===== config.mk =====
export PLATFORM = sky130hd
export DESIGN_NAME = key_schedule_seq_flat
export DESIGN_NICKNAME = d
export VERILOG_FILES = /design/src/rtl/key_schedule_seq_if.sv /design/src/rtl/key_schedule_seq.sv /design/src/flat_wrapper.sv
export SDC_FILE = /design/constraint.sdc
export NUM_CORES = 1
export LEC_CHECK = 0
export ABC_AREA = 1
export CORE_MARGIN = 5
export CORE_UTILIZATION = 55
export CTS_BUF_LIST = sky130_fd_sc_hd__clkbuf_4
export CTS_CLUSTER_DIAMETER = 100
export CTS_CLUSTER_SIZE = 25
export DETAILED_ROUTE_END_ITERATION = 8
export HOLD_SLACK_MARGIN = 0.02
export PLACE_DENSITY = 0.8
export SLEW_MARGIN = 10
export SYNTH_ARGS = -nofsm -noshare
export SYNTH_HDL_FRONTEND = slang
export SYNTH_SLANG_ARGS = --single-unit

===== constraint.sdc =====
create_clock -name clk -period 1.96 [get_ports clk]
set_input_delay 0.196 -clock clk [delete_from_list [all_inputs] [get_ports clk]]
set_output_delay 0.196 -clock clk [all_outputs]
set_load 0.01 [all_outputs]

===== src/rtl/key_schedule_seq_if.sv =====
// Key-load and round-key streaming signals for key_schedule_seq.
// The slave modport is the generator side and the master modport is the key source/consumer side.
interface key_schedule_seq_if #(
   parameter int unsigned KEY_W = 32,
   parameter int unsigned RK_W  = 8,
   parameter int unsigned N_RK  = 4
);
   localparam int unsigned IDX_W = $clog2(N_RK);

   logic             key_valid;
   logic             key_ready;
   logic [KEY_W-1:0] key;
   logic             dec;
   logic             replay;
   logic             rk_valid;
   logic             rk_ready;
   logic [RK_W-1:0]  rk;
   logic [IDX_W-1:0] rk_idx;
   logic             rk_last;
   logic             busy;
   logic             sched_ok;

   modport master (
      output key_valid, key, dec, replay, rk_ready,
      input  key_ready, rk_valid, rk, rk_idx, rk_last, busy, sched_ok
   );

   modport slave (
      input  key_valid, key, dec, replay, rk_ready,
      output key_ready, rk_valid, rk, rk_idx, rk_last, busy, sched_ok
   );
endinterface


===== src/rtl/key_schedule_seq.sv =====
// Sequential round-key generator: expands a key into N_RK rotated slices held in a buffer,
// then streams them out in forward or reverse order; the stored schedule can be replayed.
module key_schedule_seq #(
   parameter int unsigned KEY_W = 32,
   parameter int unsigned RK_W  = 8,
   parameter int unsigned N_RK  = 4,
   parameter int unsigned ROT   = 8,
   parameter bit          RC_EN = 1'b0
) (
   input logic               clk,
   input logic               rst_n,
   key_schedule_seq_if.slave ks
);
   localparam int unsigned IDX_W = $clog2(N_RK);
   localparam logic [IDX_W-1:0] LAST_IDX = IDX_W'(N_RK - 1);

   typedef enum logic [1:0] {StIdle, StGen, StOut} state_e;

   state_e           state_q, state_d;
   logic [KEY_W-1:0] s_q, s_d;
   logic [IDX_W-1:0] cnt_q, cnt_d, p_q, p_d, p_nxt, ld_idx, idx_q, idx_d;
   logic             dec_q, dec_d, ld, ld_dec;
   logic             sched_ok_q, sched_ok_d, ready_q, ready_d;
   logic             valid_q, valid_d, last_q, last_d;
   logic [RK_W-1:0]  rk_q, rk_d, rc;
   logic [RK_W-1:0]  rk_buf_q [N_RK];
   logic             buf_we;

   assign rc    = RC_EN ? RK_W'(cnt_q) : '0;
   assign p_nxt = dec_q ? p_q - 1'b1 : p_q + 1'b1;

   always_comb begin
      state_d    = state_q;
      s_d        = s_q;
      cnt_d      = cnt_q;
      p_d        = p_q;
      dec_d      = dec_q;
      sched_ok_d = sched_ok_q;
      valid_d    = valid_q;
      rk_d       = rk_q;
      idx_d      = idx_q;
      last_d     = last_q;
      buf_we     = 1'b0;
      ld         = 1'b0;
      ld_idx     = p_q;
      ld_dec     = dec_q;
      unique case (state_q)
         StIdle: begin
            // Key accept takes priority over a simultaneous replay.
            if (ks.key_valid && ready_q) begin
               state_d    = StGen;
               s_d        = ks.key;
               dec_d      = ks.dec;
               cnt_d      = '0;
               sched_ok_d = 1'b0;
            end else if (ks.replay && sched_ok_q) begin
               state_d = StOut;
               dec_d   = ks.dec;
               ld      = 1'b1;
               ld_dec  = ks.dec;
               ld_idx  = ks.dec ? LAST_IDX : '0;
               p_d     = ld_idx;
            end
         end
         StGen: begin
            buf_we = 1'b1;
            s_d    = (s_q >> ROT) | (s_q << (KEY_W - ROT));
            cnt_d  = cnt_q + 1'b1;
            if (cnt_q == LAST_IDX) begin
               state_d    = StOut;
               sched_ok_d = 1'b1;
               p_d        = dec_q ? LAST_IDX : '0;
            end
         end
         StOut: begin
            // First OUT cycle after GEN only loads the output registers from the buffer.
            if (!valid_q) begin
               ld = 1'b1;
            end else if (ks.rk_ready) begin
               if (last_q) begin
                  valid_d = 1'b0;
                  state_d = StIdle;
               end else begin
                  p_d    = p_nxt;
                  ld     = 1'b1;
                  ld_idx = p_nxt;
               end
            end
         end
         default: state_d = StIdle;
      endcase
      if (ld) begin
         valid_d = 1'b1;
         rk_d    = rk_buf_q[ld_idx];
         idx_d   = ld_idx;
         last_d  = (ld_idx == (ld_dec ? '0 : LAST_IDX));
      end
      ready_d = (state_d == StIdle);
   end

   always_ff @(posedge clk or negedge rst_n) begin
      if (!rst_n) begin
         state_q    <= StIdle;
         s_q        <= '0;
         cnt_q      <= '0;
         p_q        <= '0;
         dec_q      <= 1'b0;
         sched_ok_q <= 1'b0;
         ready_q    <= 1'b0;
         valid_q    <= 1'b0;
         rk_q       <= '0;
         idx_q      <= '0;
         last_q     <= 1'b0;
      end else begin
         state_q    <= state_d;
         s_q        <= s_d;
         cnt_q      <= cnt_d;
         p_q        <= p_d;
         dec_q      <= dec_d;
         sched_ok_q <= sched_ok_d;
         ready_q    <= ready_d;
         valid_q    <= valid_d;
         rk_q       <= rk_d;
         idx_q      <= idx_d;
         last_q     <= last_d;
      end
   end

   always_ff @(posedge clk) begin
      if (buf_we) begin
         rk_buf_q[cnt_q] <= s_q[RK_W-1:0] ^ rc;
      end
   end

   assign ks.key_ready = ready_q;
   assign ks.rk_valid  = valid_q;
   assign ks.rk        = rk_q;
   assign ks.rk_idx    = idx_q;
   assign ks.rk_last   = last_q;
   assign ks.busy      = (state_q != StIdle);
   assign ks.sched_ok  = sched_ok_q;
endmodule


===== src/flat_wrapper.sv =====
// flat-port wrapper written by rule: the top's interface ports become plain ports
module key_schedule_seq_flat 
#(
   parameter int unsigned KEY_W = 32,
   parameter int unsigned RK_W  = 8,
   parameter int unsigned N_RK  = 4,
   parameter int unsigned ROT   = 8,
   parameter bit          RC_EN = 1'b0
)
  (clk, rst_n, ks_key_valid, ks_key, ks_dec, ks_replay, ks_rk_ready, ks_key_ready, ks_rk_valid, ks_rk, ks_rk_idx, ks_rk_last, ks_busy, ks_sched_ok);
  key_schedule_seq_if #(.KEY_W(KEY_W), .RK_W(RK_W), .N_RK(N_RK)) ks_i ();
  input logic clk;
  input logic rst_n;
  input wire logic [$bits(ks_i.key_valid)-1:0] ks_key_valid;
  input wire logic [$bits(ks_i.key)-1:0] ks_key;
  input wire logic [$bits(ks_i.dec)-1:0] ks_dec;
  input wire logic [$bits(ks_i.replay)-1:0] ks_replay;
  input wire logic [$bits(ks_i.rk_ready)-1:0] ks_rk_ready;
  output wire logic [$bits(ks_i.key_ready)-1:0] ks_key_ready;
  output wire logic [$bits(ks_i.rk_valid)-1:0] ks_rk_valid;
  output wire logic [$bits(ks_i.rk)-1:0] ks_rk;
  output wire logic [$bits(ks_i.rk_idx)-1:0] ks_rk_idx;
  output wire logic [$bits(ks_i.rk_last)-1:0] ks_rk_last;
  output wire logic [$bits(ks_i.busy)-1:0] ks_busy;
  output wire logic [$bits(ks_i.sched_ok)-1:0] ks_sched_ok;
  assign ks_i.key_valid = ks_key_valid;
  assign ks_i.key = ks_key;
  assign ks_i.dec = ks_dec;
  assign ks_i.replay = ks_replay;
  assign ks_i.rk_ready = ks_rk_ready;
  assign ks_key_ready = ks_i.key_ready;
  assign ks_rk_valid = ks_i.rk_valid;
  assign ks_rk = ks_i.rk;
  assign ks_rk_idx = ks_i.rk_idx;
  assign ks_rk_last = ks_i.rk_last;
  assign ks_busy = ks_i.busy;
  assign ks_sched_ok = ks_i.sched_ok;
  key_schedule_seq #(.KEY_W(KEY_W), .RK_W(RK_W), .N_RK(N_RK), .ROT(ROT), .RC_EN(RC_EN)) u_core (.clk(clk), .rst_n(rst_n), .ks(ks_i));
endmodule

==> results of run 1 <==
-- metrics by stage --
| stage | power [uW] | cells | setup slack (ns) | utilization |
|---|---|---|---|---|
| final | 8048 | 576 | 0.1653 | 0.6899 |
| after global routing | 8771 | 576 | 0.006802 | 0.6899 |
| after CTS | 8079 | 576 | 0.05354 | 0.6892 |
| after detailed placement | 7052 | 558 | 0.09310 | 0.6648 |
| after global placement | 6888 | 558 | 0.1870 | 0.6648 |
| after floorplan | 5971 | 419 | 0.3204 | - |
-- power breakdown --
part / internal [uW] / switching, uW / leakage [uW] / total [uW]
logic: 1560 / 2400 / 0.00106 / 3970
clock network: 402 / 574 / 0.0000704 / 976
registers: 2660 / 440 / 0.000899 / 3100
total: 4630 / 3420 / 0.00203 / 8050
-- cells by family after synthesis --
| logic type | count (synthesis) | share of synthesized area |
|---|---|---|
| adders and majority gates | 9 | 0.02886 |
| buffers and inverters | 43 | 0.05001 |
| and+or+nand+nor | 225 | 0.2466 |
| DFF | 85 | 0.5861 |
| AOI/OAI and AO/OA | 57 | 0.08849 |
-- cell usage in the layout (no fill, tap or decap), types with 2 or more instances in the layout --
master / Yosys / final
clkbuf_4: 0 / 10
nand3_2: 3 / 3
clkinvlp_4: 0 / 2
nor2_1: 37 / 36
a31o_2: 2 / 2
nand2_2: 5 / 5
buf_12: 0 / 2
edfxtp_1: 32 / 32
buf_4: 4 / 9
a31oi_1: 32 / 32
a21oi_1: 8 / 8
inv_2: 5 / 5
dfrtp_1: 53 / 53
ha_1: 9 / 7
nand3_1: 48 / 48
inv_1: 18 / 18
clkdlybuf4s50_1: 0 / 50
nor2_2: 1 / 2
nand2_1: 128 / 128
clkinv_2: 1 / 2
o21ai_0: 10 / 10
-- area by class of cell --
cell class | instances | share of cell area
tap | 96 | 0.02548
timing repair buffer | 64 | 0.1341
multi-input combinational | 291 | 0.3066
inverter | 24 | 0.01938
clock inverter | 6 | 0.01327
sequential | 85 | 0.4853
clock buffer | 10 | 0.01593
-- sequential cells by signal, indices dropped and copies added (netlist names), 2 cells and up --
register,count
u_core.s_q,32
u_core.ks.rk_idx,2
u_core.cnt_q,2
u_core.rk_buf_q,32
u_core.p_q,2
u_core.state_q,2
u_core.ks.rk,8
-- path summary, 6_finish.rpt --
check                                                 start  slack (ns)                        endpoint  depth (start not counted)
worst min register to register  u_core.ks.rk[0]$_DFFE_PN0P_        0.49     u_core.ks.rk[0]$_DFFE_PN0P_                          2
worst max-delay path            u_core.state_q[0]$_DFF_PN0_        0.17     u_core.ks.rk[4]$_DFFE_PN0P_                         10
min in group asynchronous                             rst_n        0.38  u_core.ks.rk_valid$_DFFE_PN0P_                          2
worst min-delay path                             ks_key[27]        0.34      u_core.s_q[27]$_DFFE_PN0P_                          3
worst max register to register  u_core.state_q[0]$_DFF_PN0_        0.17     u_core.ks.rk[4]$_DFFE_PN0P_                         10
max in group asynchronous                             rst_n        0.90       u_core.s_q[9]$_DFFE_PN0P_                          3
-- critical path, cell delays in order (launching register included) --
cell	delay (ns)
dfrtp_1	0.41
inv_1	0.14
ha_2	0.29
nor2_2	0.08
inv_1	0.11
o21ai_0	0.11
nor2_2	0.16
buf_4	0.19
nand3_1	0.09
nand3_1	0.10
nand2_1	0.06
-- layer usage --
metal	share of wire	routed length (um)	track usage	vias up
li1	-	-	-	1524
met3	0.060	448	0.03686	12
met5	0	0	0	-
met1	0.44	3317	0.2528	1345
met4	0.013	98	0.06739	0
met2	0.48	3608	0.2878	83
-- repair_timing --
action                                 in CTS  in global routing
pin swaps                                   0                  1
endpoints found under the hold margin      32                  0
setup endpoints to repair                   1                  9
buffers inserted                            1                  0
gates resized for setup                     3                  2
hold buffers                                1                  0
==> flow_summary.ini, run 1 <==
[timing]
timing.hold.ws_ns = 0.3382
worst_pin_slew_ns = 0.7692
setup_violations = 0
min_period_over_period = 0.9157
finClkSkew_ns = 0.01273
fin_setup_tns_ns = 0
rsz0062_at_grt = false
max_freq_mhz = 557.2
period_minus_slack_ns = 1.795
slew-limit-headroom = 0.4872
hold_viol_final = 0
drv_slew = 0

[clocking]
cts.clk_slew.worst_paths_ns = 0.13
cts_tree = built
root_buffer = clkbuf_4
clockBufferDepth = 2
clock_latency_ns = 0.40
cts.sinks = 85
htree_levels = 3
cts_buffers = 9

[drt]
final_antenna_net_count = 0
drc = 0
first_iter_violations = 129
post_drt_wl_per_cell_um = 12.97
vias_per_cell = 5.146
first_pass_iters = 5
via_count = 2964
totalWireLength_mm = 7.472

[global_routing]
grt_overflow = 0
grt_pass1_wl_mm = 12.83
antenna_found_initial = 0
grt_max_degree = 49
grt_pass1_vias = 2774
grt_usage = 0.1834

[floorplan]
die_h_um = 94.24
io_pins = 53
core-area_sq_um = 6832
die_w_um = 94.24
die-area_sq_um = 8880
start_util = 0.5712
row_count = 30

[run]
drv_cap = 0

[yosys]
yosysSeqAreaShare = 0.5861
ys_types = 29
yosysMostFrequentCell = nand2_1
syn_inst = 419
syn_avg_cell_area_sq_um = 9.314
yosysTopAreaCell = dfrtp_1
synth_top_cells_by_area = dfrtp_1 (34%), edfxtp_1 (25%), nand2_1 (12%)
async_flop_share = 0.6235
synth.net_count = 466
synthTopCellsByCount = nand2_1 (128), dfrtp_1 (53), nand3_1 (48)
synth_seq_cells = 85
synth_edf_count = 32
synth_area_sq_um = 3902
synth_top_area_frac = 0.3399
synthFlopType = dfrtp_1
synth_warnings = 0

[layout]
regArea_sq_um = 2287
syn2layout_area_growth_pct = 20.78
finalNetCount = 522
n_fill_cell = 517
multiInputGateArea_sq_um = 1445
diodes = 0
design_area_sq_um = 4713
drive_above_1_share = 0.1063

[place]
dpl-instance-area_sq_um = 4542
gp_congestion = 0.8882
dp_hpwl_mm = 5.504
io_buffers = 52

[worst_hold_path]
hp-class = in2reg

[worst_setup_path]
start_kind = register
crit_arrival_ns = 2.10
crit_fanout = 9
critical_path_class = reg2reg
worst_setup_path_end_kind = register
required_ns = 2.27

[power_and_ir_drop]
ir_drop_mv = 0.7173
power_density_nw_per_um2 = 1707
power_leakage_uw = 0.002033

[outcome]
status = finished, final reports clean
Note: power is estimated with default switching activity, not from simulation.
==> run 2: changes to the inputs <==
--- a/config.mk
+++ b/config.mk
@@ -6,6 +6,7 @@
 export NUM_CORES = 1
 export LEC_CHECK = 0
 export ABC_AREA = 1
+export ABC_CLOCK_PERIOD_IN_PS = 1960
 export CORE_MARGIN = 5
 export CORE_UTILIZATION = 55
 export CTS_BUF_LIST = sky130_fd_sc_hd__clkbuf_4
==> results of run 2 <==
Same layout as run 1: the final DEF is identical, and so are final timing and power.
==> run 3: changes to the inputs <==
==> constraint.sdc (replaced) <==
create_clock -name clk -period 1.96 [get_ports clk]
set_input_delay 0.196 -clock clk [delete_from_list [all_inputs] [get_ports clk]]
set_output_delay 0.196 -clock clk [all_outputs]
set_load 0.05 [all_outputs]
==> flow_summary.ini, run 3 (synthesized netlist as in run 1, its figures left out) <==
[outcome]
status = finished, final reports clean

[worst_setup_path]
required_ns = 1.76
critPathMaxStageDelay_ns = 0.83
critPathTopFamily = buffers and inverters
cp-endpoint = ks_sched_ok
worst_setup_path_end_kind = output pin
critical_path_class = reg2out
crit_slowest_cell = clkdlybuf4s50_1
crit_fanout = 3
reg2reg_to = u_core.s_q[12]$_DFFE_PN0P_
cp_num_cells = 1
startpoint = u_core.ks.sched_ok$_DFFE_PN0P_
r2r_slack_ns = 0.11
critPathBufInv = 1
crit_path_cell_trace = clkdlybuf4s50_1
start_kind = register
crit_arrival_ns = 1.67
r2r-start = u_core.state_q[1]$_DFF_PN0_
reg2regPathDepth = 7

[worst_hold_path]
hold_path.startpoint = ks_key[6]
hp-class = in2reg

[clocking]
cts_setup_buffers = 0
cts_tree = built
clock_latency_ns = 0.43
clockBufferDepth = 2
htree_levels = 3
cts_buffers = 9
root_buffer = clkbuf_4
cts.sinks = 85
cts.clk_slew.worst_paths_ns = 0.14

[place]
dp_slack_ns = 0.1401
gp_congestion = 0.8941
io_buffers = 52
dp_hpwl_mm = 5.643
numPlacedInstances = 558

[layout]
n_fill_cell = 543
mostFrequentLayoutCells = nand2_1 (128), dfrtp_1 (53), nand3_1 (48), clkdlybuf4s50_1 (48), nor2_1 (36)
finalNetCount = 521
layout_commonest_cell = nand2_1
drive_above_1_share = 0.1086
syn2layout_area_growth_pct = 21.03
finalNonFillerCells = 575
diodes = 0

[floorplan]
die-area_sq_um = 8880
core-area_sq_um = 6832
die_w_um = 94.24
die_h_um = 94.24
start_util = 0.5712
io_pins = 53
row_count = 30

[timing]
period_minus_slack_ns = 1.864
rsz0062_at_grt = false
timing.hold.ws_ns = 0.3201
drv_slew = 0
fin_setup_tns_ns = 0
setup_violations = 0
slew-limit-headroom = 0.4836
fin_ws_ns = 0.09624
hold_viol_final = 0
max_freq_mhz = 536.6
finClkSkew_ns = 0.01547
min_period_over_period = 0.9509
worst_pin_slew_ns = 0.7746

[drt]
post_drt_wl_per_cell_um = 13.63
via_count = 3053
first_pass_iters = 4
final_antenna_net_count = 0
vias_per_cell = 5.310
totalWireLength_mm = 7.840
drc = 0
first_iter_violations = 154

[power_and_ir_drop]
seqPwrFrac = 0.363
sw_frac_of_total = 0.4615
power_density_nw_per_um2 = 1825
switchingPower_uw = 3978
power_uw = 8620
intPower_uw = 4642
power_leakage_uw = 0.002058
combinationalPowerShare = 0.514
ir_drop_mv = 0.9086
pwr-share-clk = 0.123

[global_routing]
grt_max_degree = 49
grt_usage = 0.1905
antenna_found_initial = 0
grt_overflow = 0
grt_pass1_wl_mm = 13.14
grt_pass1_vias = 2929

[run]
drv_cap = 0
[run 3: cell count changes in the layout (fill, tap and decap cells not counted), moves of 2 or more]
cell	before	now
inv_6	1	3
clkinvlp_4	2	0
clkdlybuf4s50_1	50	48
dlymetal6s2s_1	0	2
[run 3: how the worst min path moves through the flow]
stage                                          end  cells after the start  slack, ns
floorplan              u_core.cnt_q[0]$_DFFE_PN0P_                      0       -0.1
global placement    u_core.ks.rk_valid$_DFFE_PN0P_                      1       0.31
detailed placement  u_core.ks.rk_valid$_DFFE_PN0P_                      1       0.32
CTS                      u_core.s_q[6]$_DFFE_PN0P_                      3       0.29
global route             u_core.s_q[6]$_DFFE_PN0P_                      3       0.31
finish                   u_core.s_q[6]$_DFFE_PN0P_                      3       0.32
[run 3: metal layers]
metal / track usage / part of all wire
met4: 0.07822 / 0.016
met5: 0 / 0
met2: 0.3097 / 0.48
met3: 0.03606 / 0.046
met1: 0.2508 / 0.46
[run 3: what timing repair did]
item,in CTS,in global routing
gates resized for setup,0,5
endpoints found under the hold margin,32,0
hold buffers,1,0
setup endpoints to repair,0,17
[run 3: stage by stage]
stage	area [sq um]	utilization
after global routing	4723	0.6914
after CTS	4711	0.6896
after floorplan	3902	-
after detailed placement	4552	0.6663
after global placement	4552	0.6663
final	4723	0.6914
[run 3: layout make-up]
class                   instances  area [sq um]  share of cell area
flip-flops and latches         85          2287              0.4842
inverters                      24         91.34             0.01934
repair buffers                 63         640.6              0.1356
clock buffers                   9         67.56             0.01430
well taps                      96         120.1             0.02543
clock inverters                 7         81.33             0.01722
multi-input cells             291          1435              0.3038
[run 3: power groups by stage]
stage,Clock [uW],Combinational (uW),Sequential [uW]
6_report,1060,4430,3130
3_5_place_dp,0,4410,3160
3_3_place_gp,0,4270,3110
2_1_floorplan,0,2920,3500
5_1_grt,1150,4950,3210
4_1_cts,1070,4430,3120
